[src/rtl/reg_fifo_nd.sv]
// Register FIFO of DEPTH entries with valid/ready on both sides, fill level,
// almost-full/empty flags and a synchronous flush. Both handshake outputs are decoded from registered state.
module reg_fifo_nd #(
  parameter int WIDTH     = 8,
  parameter int DEPTH     = 4,
  parameter int AFULL_TH  = 3,
  parameter int AEMPTY_TH = 1
) (
  input  logic                         CLK_I,
  input  logic                         RST_I,
  input  logic                         FLUSH_I,
  input  logic                         S_WVALID,
  output logic                         S_WREADY,
  input  logic [WIDTH-1:0]             S_WDATA,
  output logic                         M_WVALID,
  input  logic                         M_WREADY,
  output logic [WIDTH-1:0]             M_WDATA,
  output logic [$clog2(DEPTH+1)-1:0]   LEVEL,
  output logic                         ALMOST_FULL,
  output logic                         ALMOST_EMPTY
);

  localparam int LW = $clog2(DEPTH + 1);
  localparam int PW = $clog2(DEPTH);

  localparam logic [PW-1:0] PTR_LAST  = PW'(DEPTH - 1);
  localparam logic [LW-1:0] LVL_ONE   = LW'(1);
  localparam logic [LW-1:0] LVL_LAST  = LW'(DEPTH - 1);
  localparam logic [LW-1:0] LVL_AFULL = LW'(AFULL_TH);
  localparam logic [LW-1:0] LVL_AEMPT = LW'(AEMPTY_TH);

  localparam logic [1:0] ST_EMPTY = 2'd0;
  localparam logic [1:0] ST_PART  = 2'd1;
  localparam logic [1:0] ST_FULL  = 2'd2;

  logic [1:0]       state_q, state_d;
  logic [PW-1:0]    wp_q, wp_d;
  logic [PW-1:0]    rp_q, rp_d;
  logic [LW-1:0]    level_q, level_d;
  logic [WIDTH-1:0] mem_q [DEPTH];
  logic [WIDTH-1:0] mem_d [DEPTH];

  logic wr;
  logic rd;

  // Pointers wrap by explicit compare so DEPTH need not be a power of two.
  function automatic logic [PW-1:0] ptr_inc(input logic [PW-1:0] p);
    return (p == PTR_LAST) ? '0 : p + 1'b1;
  endfunction

  assign S_WREADY     = (state_q != ST_FULL);
  assign M_WVALID     = (state_q != ST_EMPTY);
  assign M_WDATA      = mem_q[rp_q];
  assign LEVEL        = level_q;
  assign ALMOST_FULL  = (level_q >= LVL_AFULL);
  assign ALMOST_EMPTY = (level_q <= LVL_AEMPT);

  assign wr = S_WVALID & S_WREADY;
  assign rd = M_WVALID & M_WREADY;

  // NOTE: every variable gets a default at the top of the block so no path
  // leaves it unassigned; that is what keeps this logic free of latches.
  always_comb begin
    wp_d    = wp_q;
    rp_d    = rp_q;
    level_d = level_q;
    state_d = state_q;
    mem_d   = mem_q;

    if (FLUSH_I) begin
      wp_d    = '0;
      rp_d    = '0;
      level_d = '0;
      state_d = ST_EMPTY;
    end else begin
      if (wr) begin
        mem_d[wp_q] = S_WDATA;
        wp_d        = ptr_inc(wp_q);
      end
      if (rd) begin
        rp_d = ptr_inc(rp_q);
      end

      unique case ({wr, rd})
        2'b10:   level_d = level_q + LVL_ONE;
        2'b01:   level_d = level_q - LVL_ONE;
        default: level_d = level_q;
      endcase

      case (state_q)
        ST_EMPTY: if (wr) state_d = ST_PART;
        ST_PART: begin
          if (wr && !rd && level_q == LVL_LAST) state_d = ST_FULL;
          else if (rd && !wr && level_q == LVL_ONE) state_d = ST_EMPTY;
        end
        ST_FULL:  if (rd) state_d = ST_PART;
        default:  state_d = ST_EMPTY;
      endcase
    end
  end

  // NOTE: the storage array is reset as well, because the head word must
  // read as zero straight out of reset; flush deliberately leaves it alone.
  always_ff @(posedge CLK_I) begin
    if (RST_I) begin
      state_q <= ST_EMPTY;
      wp_q    <= '0;
      rp_q    <= '0;
      level_q <= '0;
      mem_q   <= '{default: '0};
    end else begin
      // NOTE: non-blocking assignments so every flop samples pre-edge values.
      state_q <= state_d;
      wp_q    <= wp_d;
      rp_q    <= rp_d;
      level_q <= level_d;
      mem_q   <= mem_d;
    end
  end

endmodule

[config.mk]
export PLATFORM = sky130hd
export DESIGN_NAME = reg_fifo_nd
export DESIGN_NICKNAME = d
export VERILOG_FILES = /design/src/rtl/reg_fifo_nd.sv
export SDC_FILE = /design/constraint.sdc
export NUM_CORES = 1
export LEC_CHECK = 0
export BUFFER_PORTS_ARGS = -buffer_cell sky130_fd_sc_hd__buf_2
export CAP_MARGIN = 25
export CORE_MARGIN = 5
export CORE_UTILIZATION = 45
export DETAILED_ROUTE_END_ITERATION = 8
export SETUP_SLACK_MARGIN = 0.02
export SLEW_MARGIN = 5
export SYNTH_ARGS = -nofsm -noshare
export SYNTH_HDL_FRONTEND = slang
export SYNTH_SLANG_ARGS = --single-unit
[constraint.sdc]
create_clock -name CLK_I -period 3.8 [get_ports CLK_I]
set_input_delay 0 -clock CLK_I [delete_from_list [all_inputs] [get_ports CLK_I]]
set_output_delay 0 -clock CLK_I [all_outputs]
set_load 0.05 [all_outputs]
## Word level (Yosys, flattened, before mapping)

Cells that the tools add are included.

- Input port bits: 13
- Logic and storage cells: 61
- Output and inout port bits: 15
- Register bits: 41

- Add/subtract/negate cells: 4
- Equality and inequality tests: 12
- Magnitude comparators: 5
- Mux-type cells: 14
- Reductions and logical operators: 13
- Bitwise operators: 5

Operators with widths:

| cell | number |
|---|---|
| bitwise mux 32 bit | 1 |
| two-way mux 8 bit | 3 |
| binary-select mux 8 bit (select 2 bit) | 1 |
| demux 8 bit (select 2 bit) | 1 |
| two-way mux 2 bit | 6 |
| equality test 2 bit, second input constant | 4 |
| >= comparator 3 bit, second input constant | 2 |
| != test 2 bit, second input constant | 3 |
| inverter 2 -> 3 bit | 2 |
| case mux 2 bit (3 select lines) | 1 |
| case mux 3 bit (2 select lines) | 1 |
| logical AND 1 bit | 5 |
| adder 2 x 1 -> 2 bit, second input constant | 2 |
| equality test 2 x 1 -> 1 bit, second input constant | 2 |
| nonzero test 2 bit | 2 |
| adder 3 x 1 -> 3 bit, second input constant | 1 |
| equality test 3 x 1 -> 1 bit, second input constant | 1 |
| equality test 3 x 2 -> 1 bit, second input constant | 1 |
| >= comparator 3 x 2 -> 1 bit, second input constant | 1 |
| <= comparator 3 x 1 -> 1 bit, second input constant | 1 |
| < comparator 3 x 1 -> 1 bit, second input constant | 1 |
| != test 3 bit, second input constant | 1 |
| AND reduction 3 bit | 1 |
| subtractor 3 x 1 -> 3 bit, second input constant | 1 |
| 6 further kinds | 8 |

## Longest topological paths before layout

Gate-level depths: netlist of the first run.

- Word-level depth: 8
- Gate-level depth with buffers: 8
- Depth with buffers taken out: 8

## Worst setup path before layout of the first run

Ideal clock, no wire load.

- Kind: register to output
- From: reg level_q[0] (netlist: LEVEL[0])
- To: out ALMOST_FULL
- Arrival: 1.957 ns
- Cell stages (with the launch flop): 3
- Slack: 1.843 ns
- Data required time: 3.800 ns
- Path through: dfxtp_1 > inv_1 > o21ai_0

- Word-level cells in the longest chain between the ends: 1

RTL lines:

| what | RTL line | RTL |
|---|---|---|
| from (decl) | 39 | `logic [LW-1:0] level_q, level_d;` |
| from (signal assigned) | 116 | `level_q <= level_d;` |
| >= comparator 3 x 2 -> 1 bit | 55 | `assign ALMOST_FULL = (level_q >= LVL_AFULL);` |
| to (decl) | 19 | `output logic ALMOST_FULL,` |

Every way passes these cells.

## Worst setup path in the final report of the first run

- From: reg rp_q[1]
- To: out M_WDATA[4]

- Word-level cells in the longest chain between the ends: 4

RTL lines:

| what | RTL line | RTL |
|---|---|---|
| from (decl) | 38 | `logic [PW-1:0] rp_q, rp_d;` |
| from (signal assigned) | 115 | `rp_q <= rp_d;` |
| inverter 2 -> 3 bit (not written as such) | 53 | `assign M_WDATA = mem_q[rp_q];` |
| binary-select mux 8 bit (select 2 bit) | 53 |  |
| two-way mux 8 bit (not written as such) (2 in a row) | 53 |  |
| to (decl) | 17 | `output logic [WIDTH-1:0] M_WDATA,` |

Every way passes these cells. The select of a mux whose other input is x is not followed.

==> key figures, run 1 <==
STA
  • Tcrit/Tclk final: between 40% and 50%
  • Setup Total Neg Slack: 0 ps
  • Worst-Margin Slew: approximately 640 ps
  • Min Tclk post-route: between 1500 and 2000 ps
  • Pins over their slew limit: 0
  • Fmax: around 0.54 GHz
  • Setup ws final: 1940 ps
  • Relative slew slack: 57.0%
  • Clk_skew: a little over 8 ps
  • Final setup viols: 0
  • RSZ-0062 raised after global routing: false
  • Count of final hold-check violations: 0

Clock tree
  • Num CTS Buffers: 5
  • CTS H-tree depth: 2
  • Clock Path Buffers: 2
  • CTS root buf: clkbuf_8
  • CTS Sinks: 41
  • Resized cells post-CTS: 0
  • Clk_lat worst skew: 300 ps
  • Clock-pin transition on the worst setup and hold timing paths: around 70 ps
  • CTS tree: built

Logic synthesis
  • Net Count, Synth: about 220
  • Compound-Gate Fraction of Synth Area: under 10%
  • Mux cell area share after synthesis: about a quarter
  • Simple logic cell fraction of the synthesized area: between 20% and 30%
  • Sequential element share of the synthesized area: 38.7%
  • Adder-Cell Fraction of Synth Area: around 6.5%
  • Synth Area per Inst: between 10 and 15 sq um
  • Post-Syn Area: approximately 2100 sq um
  • Count leader, synth: dfxtp_1
  • Largest family of logic cells by synthesized area: multiplexers
  • Post-synthesis cell type count: 32
  • #FFs+latches synth: ~40
  • Xor/xnor share of the synthesized area: less than 1%
  • Post-synth EDFFs: 0
  • Yosys top cell by area: dfxtp_1
  • Synth cell count leaders: dfxtp_1 (41), nand2b_1 (40), mux2i_1 (33)
  • Synth top area share: approximately 39%
  • Async set or reset register ratio after synthesis: 0%
  • Primary FF master, synth: dfxtp_1
  • Synth warn: 0
  • Synth top area cells: dfxtp_1 (39%), mux2i_1 (16%), nand2b_1 (12%)
  • Syn Inst Count: between 150 and 200

Worst setup path
  • CP startpoint kind: register
  • Crit-path max FO: 10
  • Critical Path Max Stage Delay: between 700 and 800 ps
  • Worst setup EP type: output pin
  • CP bufs+invs: 1
  • CP Class: register to output pin
  • Worst-path cell chain: mux4_2 > buf_2
  • Critical path's slowest cell: dfxtp_1
  • Worst EP required: roughly 3800 ps
  • Worst path arrival time: approximately 1900 ps
  • CP delay by family, top: flip-flops

Finish
  • Ant. Diodes: 0
  • Layout area overhead: 12.1%
  • Layout cells sized above 1: approximately a quarter
  • Final std cells w/o fill: roughly 280
  • Final nets: ~250

Floorplanning
  • Core ar.: 4660 sq um
  • Io pins: 28
  • Rows: 25
  • Die span in x: 78.7 um
  • Initial core utilization: ~46%
  • Full die area: approximately 6200 sq um
  • Die span in y: 78.7 um

GRT
  • Vias in the first global route: ~1.4k
  • Total grt overflow: 0
  • First-pass GRT wire length: ~7000 um
  • Largest net degree at the start of global routing: 43
  • Total GRT Usage: between 10% and 20%
  • Initial antenna violation count: 0

Power and ir drop
  • Clock Power Share: between 30% and 40%
  • Switching share of power: 25.2%
  • Lkg Pwr: about 0.0011 uW
  • P_int: ~670 uW
  • Power Density: roughly 380 nW/um^2
  • Sw Pwr: ~230 uW
  • Sequential Power Share: between 40% and 50%
  • Worst vdd ir: between 200 and 250 uV
  • Gate power share: a little under an eighth

Place
  • HPWL Detailed: 2950 um
  • Placer Congestion: approximately 0.80
  • Placed insts: between 200 and 300
  • IO buf count: 27
  • Dpl ws: 2040 ps

Detailed routing
  • Drt first-iter violations: 100
  • DRC errors left: 0
  • Initial DRT Pass Iterations: 4
  • Met1 wire length: 1940 um
  • Final wirelength: around 4200 um
  • Routed length per instance: around 15 um
  • Routed vias/inst: 5.17
  • Antenna viol nets, final: 0
  • Routed via count: 1438
  • Met3 WL post-DR: 180 um
  • Routed wl met2: ~2000 um
  • Max layer used: met4

Worst hold path
  • Hold Path Class: input port to register

Flow run
  • Maxcap violations: 0

Outcome
  • Run status: complete, no violations
==> placed cells by master, fill, tap and decap left out, types with 3 or more instances in the layout <==
cell type  synthesis  routed
nand2_1            3       3
nand2b_1          40      40
inv_1              9       9
o21ai_0            3       3
nor2_1             7       7
dfxtp_1           41      41
nand3_2            3       3
buf_2              2      27
a211oi_1           3       3
clkbuf_8           0       5
a21oi_1            6       6
mux4_2             8       8
ha_1              11      11
mux2i_1           33      33
==> logic make-up after synthesis <==
family / after synthesis
DFF: 41
adders and majority gates: 11
AOI/OAI and AO/OA: 16
xor gates and xnor gates: 2
and+or+nand+nor: 67
muxes: 41
buffers and inverters: 20
==> power by group through the flow <==
stage | Combinational, uW | Sequential (uW) | Clock [uW]
floorplan | 77.6 | 457 | 0
global placement | 100 | 454 | 0
detailed placement | 103 | 455 | 0
CTS | 104 | 445 | 364
global route | 112 | 446 | 382
finish | 102 | 445 | 352
==> worst register-to-register path, delay by kind of cell (launching register included) <==
kind,cells,cell delay (ps)
flops,1,380
buf+inv,1,90
fa+ha+maj,1,350
simple gates,1,390
compound gates,2,500
==> flip-flops by register name, indices dropped and copies added, names as in the netlist <==
name,cells
mem_q,32
LEVEL,3
rp_q,2
state_q,2
wp_q,2
==> final timing paths <==
check	cells after the start	start	slack [ps]	to
max reg2reg	5	state_q[0]	2010	LEVEL[2]
min reg2reg	2	mem_q[17]	470	mem_q[17]
min	3	M_WREADY	20	state_q[1]
max	2	rp_q[1]	1940	M_WDATA[4]
==> layer usage <==
| layer | vias up | track usage (%) |
|---|---|---|
| met5 | - | 0 |
| met4 | 0 | 4.72 |
| met3 | 5 | 4.24 |
| met2 | 31 | 23.8 |
| met1 | 671 | 18.6 |
| li1 | 731 | - |
==> timing repair <==
| item | 4_1_cts | 5_1_grt |
|---|---|---|
| buffers inserted | 0 | 0 |
| hold endpoints to repair | 1 | 0 |
| hold buffers | 1 | 0 |
==> through the flow <==
step	power (uW)	hold slack [ps]	cell area (sq um)	util, %
CTS	913	7.44	2380	51.0
finish	900	22.2	2380	51.0
floorplan	535	160	2120	-
global route	940	16.0	2380	51.0
detailed placement	558	322	2250	48.3
global placement	555	298	2250	48.3
==> final cells by class <==
class                      instances  area [sq um]
multi-input combinational        137          1190
fill                             424          2280
clock buffer                       5          68.8
inverter                          10          40.0
timing repair buffer              28           145
sequential                        41           821
clock inverter                     3          46.3
tap                               54          67.6
(Power assumes the default switching activity.)
==> run 2, diff against run 1 <==
==> constraint.sdc (replaced) <==
create_clock -name CLK_I -period 1.8 [get_ports CLK_I]
set_input_delay 0 -clock CLK_I [delete_from_list [all_inputs] [get_ports CLK_I]]
set_output_delay 0 -clock CLK_I [all_outputs]
set_load 0.05 [all_outputs]
==> key figures, run 2 (synthesis gave the netlist of run 1 again) <==
GRT
  • Largest net degree at the start of global routing: 43
  • Initial antenna violation count: 0
  • Total GRT Usage: 15.2%
  • Vias in the first global route: 1512
  • First-pass GRT wire length: around 7300 um
  • Total grt overflow: 0

Clock tree
  • CTS root buf: clkbuf_8
  • Clock Path Buffers: 2
  • Num CTS Buffers: 5
  • CTS H-tree depth: 2
  • Clk_lat worst skew: between 200 and 300 ps
  • CTS tree: built
  • Postcts setup bufs: 0
  • CTS Sinks: 41
  • Clock-pin transition on the worst setup and hold timing paths: around 70 ps

Worst setup path
  • Critical Path Max Stage Delay: 390 ps
  • Critical path's slowest cell: or3_1
  • Worst setup EP type: register
  • WP depth: 6
  • R2R Setup Slk: about 140 ps
  • CP bufs+invs: 1
  • Reg2Reg Depth: 6
  • CP startpoint kind: register
  • CP Class: register to register
  • CP delay by family, top: simple AND/OR/NAND/NOR gates
  • Worst EP required: slightly below 2000 ps
  • Worst-path cell chain: nor2b_4 > inv_4 > nand2_1 > ha_1 > or3_1 > o32ai_1
  • Crit-path max FO: 10
  • Worst path arrival time: around 1900 ps

Floorplanning
  • Core ar.: 4660 sq um
  • Die span in y: 78.7 um
  • Rows: 25
  • Io pins: 28
  • Initial core utilization: between 40% and 50%
  • Full die area: a little over 6000 sq um
  • Die span in x: between 70 and 80 um

Detailed routing
  • DRC errors left: 0
  • Routed vias/inst: approximately 5.2
  • Drt first-iter violations: 84
  • Final wirelength: about 4300 um
  • Routed via count: around 1.5k
  • Antenna viol nets, final: 0
  • Routed length per instance: 15.2 um
  • Initial DRT Pass Iterations: 4

STA
  • Pins over their slew limit: 0
  • Setup Total Neg Slack: 0 ps
  • Final setup viols: 0
  • Clk_skew: approximately 6.7 ps
  • Fmax: about 0.60 GHz
  • Tcrit/Tclk final: between 90 and 100%
  • Worst-Margin Slew: ~550 ps
  • RSZ-0062 raised after global routing: false
  • Min Tclk post-route: between 1500 and 2000 ps
  • Relative slew slack: 63.1%
  • Count of final hold-check violations: 0

Finish
  • Commonest non-fill, non-tap cell in the layout: nand2b_1
  • Layout area overhead: 11.7%
  • Final nets: 250
  • Largest register FFs: 32
  • Commonest non-fill, non-tap cells in the layout: nand2b_1 (40), dfxtp_1 (39), mux2i_1 (33), buf_2 (27), ha_1 (11)
  • Ant. Diodes: 0
  • Layout cells sized above 1: 25.1%
  • Fillers: approximately 430
  • Sequential cell area: a little over 800 sq um
  • Largest reg by FF count: mem_q
  • Footprint of the multi-input gates: approximately 1200 sq um

Place
  • HPWL Detailed: ~3000 um
  • Placer Congestion: 0.732
  • IO buf count: 27

Outcome
  • Run status: complete, no violations

Power and ir drop
  • Power Density: 731 nW/um^2
  • Worst vdd ir: around 370 uV
  • Lkg Pwr: around 0.0011 uW
  • Total power: between 1500 and 2000 uW

Flow run
  • Maxcap violations: 0

Worst hold path
  • Hold Path Class: input port to register
  • Hold Path Cell Cnt: 3
[run 2: what timing repair did]
| action | 4_1_cts | 5_1_grt |
|---|---|---|
| endpoints found under the setup margin | 0 | 1 |
| resized for setup | 0 | 2 |
| endpoints found under the hold margin | 1 | 0 |
| hold buffers | 1 | 0 |
[run 2: worst reg2reg max path, stage by stage (launching register included)]
cell and delay (ps):
dfxtp_2 350, nor2b_4 140, inv_4 110, nand2_1 90
ha_1 360, or3_1 390, o32ai_1 120
[run 2: where the power goes]
group	total, uW	internal (uW)	switching (uW)
Sequential	939	925	14.3
Combinational	221	83.3	138
Clock	574	269	305
Total	1730	1280	457
[run 2: path summary, 6_finish.rpt]
| kind | start | end |
|---|---|---|
| hold / removal | S_WVALID | wp_q[1] |
| setup / recovery | state_q[1] | LEVEL[2] |
| hold reg to reg | mem_q[13] | mem_q[13] |
| setup reg to reg | state_q[1] | LEVEL[2] |
[run 2: layout make-up]
cell class                 instances  share of cell area [%]
multi-input combinational        137                    50.2
sequential                        41                    34.7
timing repair buffer              31                    7.07
clock buffer                       6                    3.06
tap                               54                    2.85
inverter                          10                    1.69
clock inverter                     2                   0.422
[run 2: metal layers]
metal	GRT usage, %	vias up	wire [um]
met5	0	-	0
met4	5.24	0	67
met3	3.21	7	126
met2	25.6	25	2160
met1	19.0	683	1930
li1	-	735	-
[run 2: through the flow]
step	utilization (%)	hold slack [ps]	instances	setup slack (ps)	cell area, sq um
after floorplan	-	160	198	125	2120
after global placement	48.8	293	272	194	2280
after detailed placement	48.8	311	272	117	2280
after CTS	50.8	15.0	281	65.3	2370
after global routing	50.9	32.3	281	83.4	2370
final	50.9	20.8	281	142	2370
==> run 3, diff against run 2 <==
--- a/config.mk
+++ b/config.mk
@@ -5,11 +5,13 @@
 export SDC_FILE = /design/constraint.sdc
 export NUM_CORES = 1
 export LEC_CHECK = 0
+export ABC_AREA = 1
 export BUFFER_PORTS_ARGS = -buffer_cell sky130_fd_sc_hd__buf_2
 export CAP_MARGIN = 25
 export CORE_MARGIN = 5
 export CORE_UTILIZATION = 45
 export DETAILED_ROUTE_END_ITERATION = 8
+export PLACE_DENSITY = 0.65
 export SETUP_SLACK_MARGIN = 0.02
 export SLEW_MARGIN = 5
 export SYNTH_ARGS = -nofsm -noshare
==> key figures, run 3 <==
Logic synthesis
  • Synth warn: 0
  • Post-synth EDFFs: 0
  • Yosys top cell by area: dfxtp_1
  • Async set or reset register ratio after synthesis: 0%
  • Synth cell count leaders: nor2_1 (89), nand2_1 (68), inv_1 (50)
  • Synth top area share: between 30% and 40%
  • Syn Inst Count: between 300 and 400
  • Synth Area per Inst: roughly 6.8 sq um
  • Count leader, synth: nor2_1
  • Net Count, Synth: 348
  • Post-Syn Area: around 2200 sq um
  • Sequential element share of the synthesized area: ~37%
  • Primary FF master, synth: dfxtp_1
  • Post-synthesis cell type count: 19
  • #FFs+latches synth: 41
  • Synth top area cells: dfxtp_1 (37%), nor2_1 (15%), nand2_1 (12%)

Detailed routing
  • Routed via count: between 1.5k and 2k
  • Drt first-iter violations: 82
  • Routed length per instance: roughly 11 um
  • Routed vias/inst: ~4.5
  • Initial DRT Pass Iterations: 4
  • Antenna viol nets, final: 0
  • DRC errors left: 0
  • Final wirelength: approximately 4600 um

Clock tree
  • CTS H-tree depth: 2
  • Clock Path Buffers: 2
  • CTS tree: built
  • CTS root buf: clkbuf_8
  • Clk_lat worst skew: 290 ps
  • Num CTS Buffers: 5
  • CTS Sinks: 41
  • Resized cells post-CTS: 0
  • Clock-pin transition on the worst setup and hold timing paths: approximately 80 ps

Floorplanning
  • Core ar.: 4720 sq um
  • Initial core utilization: approximately 47%
  • Rows: 25
  • Full die area: around 6400 sq um
  • Die span in y: between 70 and 80 um
  • Die span in x: about 80 um
  • Io pins: 28

STA
  • Worst-Margin Slew: ~520 ps
  • Setup ws final: approximately 200 ps
  • RSZ-0062 raised after global routing: false
  • Tcrit/Tclk final: 88.7%
  • Count of final hold-check violations: 0
  • Final setup viols: 0
  • Relative slew slack: between 60% and 70%
  • Hold WS: approximately 37 ps
  • Pins over their slew limit: 0
  • Min Tclk post-route: around 1600 ps
  • Clk_skew: 8.54 ps
  • Setup Total Neg Slack: 0 ps
  • Fmax: about 0.63 GHz

Finish
  • Layout cells sized above 1: 11.9%
  • Final nets: 384
  • Layout area overhead: 15.1%
  • Ant. Diodes: 0
  • Commonest non-fill, non-tap cells in the layout: nor2_1 (89), nand2_1 (68), inv_1 (50), dfxtp_1 (41), buf_2 (27)
  • Fin util: a little over half
  • Cell area after layout: ~2500 sq um
  • Largest reg by FF count: mem_q
  • Commonest non-fill, non-tap cell in the layout: nor2_1
  • Fillers: approximately 460
  • Largest register FFs: 32

Place
  • Placed Area: approximately 2300 sq um
  • IO buf count: 27
  • Dpl ws: a little over 400 ps
  • HPWL Detailed: ~3000 um
  • Placer Congestion: between 0.8 and 0.9

Worst setup path
  • Worst EP required: around 1800 ps
  • Worst setup EP type: output pin
  • Crit-path max FO: 10
  • CP Class: register to output pin
  • Worst path arrival time: between 1500 and 2000 ps
  • CP startpoint kind: register

Worst hold path
  • Hold Path Class: input port to register

Power and ir drop
  • Worst vdd ir: 438 uV
  • Power Density: 783 nW/um^2
  • Lkg Pwr: ~0.0013 uW

GRT
  • Largest net degree at the start of global routing: 33
  • Initial antenna violation count: 0
  • Total grt overflow: 0
  • Vias in the first global route: 1790
  • Total GRT Usage: approximately 16%
  • First-pass GRT wire length: approximately 8000 um

Flow run
  • Maxcap violations: 0

Outcome
  • Run status: complete, no violations
run 3: changes by cell type after synthesis, moves of 8 or more:
cell	change
o21ai_0	+21
nor2_1	+82
mux2i_1	-33
nand2b_1	-40
nand2_1	+65
inv_1	+41
mux4_2	-8
o22ai_1	+8
run 3: area by class of cell:
class / instances / area (sq um) / share of cell area (%)
multi-input cells: 223 / 1090 / 43.1
flip-flops and latches: 41 / 821 / 32.4
well taps: 67 / 83.8 / 3.31
clock inverters: 2 / 35.0 / 1.38
clock buffers: 5 / 68.8 / 2.72
repair buffers: 39 / 245 / 9.68
inverters: 50 / 188 / 7.41
run 3: power breakdown:
part | leakage, uW | internal, uW | total [uW] | switching, uW
combinational | 0.000939 | 95.8 | 311 | 215
clock | 0.0000540 | 403 | 718 | 315
sequential | 0.000333 | 935 | 953 | 18.1
run 3: through the flow:
step | cells | power, uW
floorplan | 324 | 1200
global placement | 412 | 1270
detailed placement | 412 | 1270
CTS | 427 | 2000
global route | 427 | 2070
finish | 427 | 1980
run 3: path summary, 6_finish.rpt:
check | start | endpoint | slack [ps] | cells past startpoint
worst min-delay path | M_WREADY | state_q[0] | 40 | 3
worst min register to register | mem_q[21] | mem_q[21] | 510 | 4
worst max register to register | state_q[0] | LEVEL[2] | 390 | 7
worst max-delay path | rp_q[1] | M_WDATA[0] | 200 | 4
run 3: timing repair:
action,CTS,global route
endpoints found under the setup margin,0,0
setup buffers,0,0
hold buffers,8,0
endpoints found under the hold margin,28,0
run 3: routing by layer:
metal  global-route usage [%]  wire (um)
met1                     21.4       2300
met2                     24.8       1930
met3                     4.51        279
met4                     3.55         42
met5                        0          0
run 3: kinds of logic (layout without fill, tap and decap cells):
| kind of cell | Yosys count | count (layout) | synth area share, % |
|---|---|---|---|
| adder cells (fa/ha/maj) | 11 | 11 | 6.26 |
| AO/OA/AOI/OAI | 44 | 44 | 10.7 |
| AND/OR/NAND/NOR | 166 | 166 | 31.9 |
| XOR/XNOR | 2 | 2 | 0.797 |
| flip-flops | 41 | 41 | 37.3 |
| buffers and inverters | 60 | 96 | 13.1 |
run 3: critical path, stage by stage, from the launching register on:
cell and delay, ps:
dfxtp_1 420, inv_1 290, o21ai_0 140, o22ai_1 150, buf_2 290
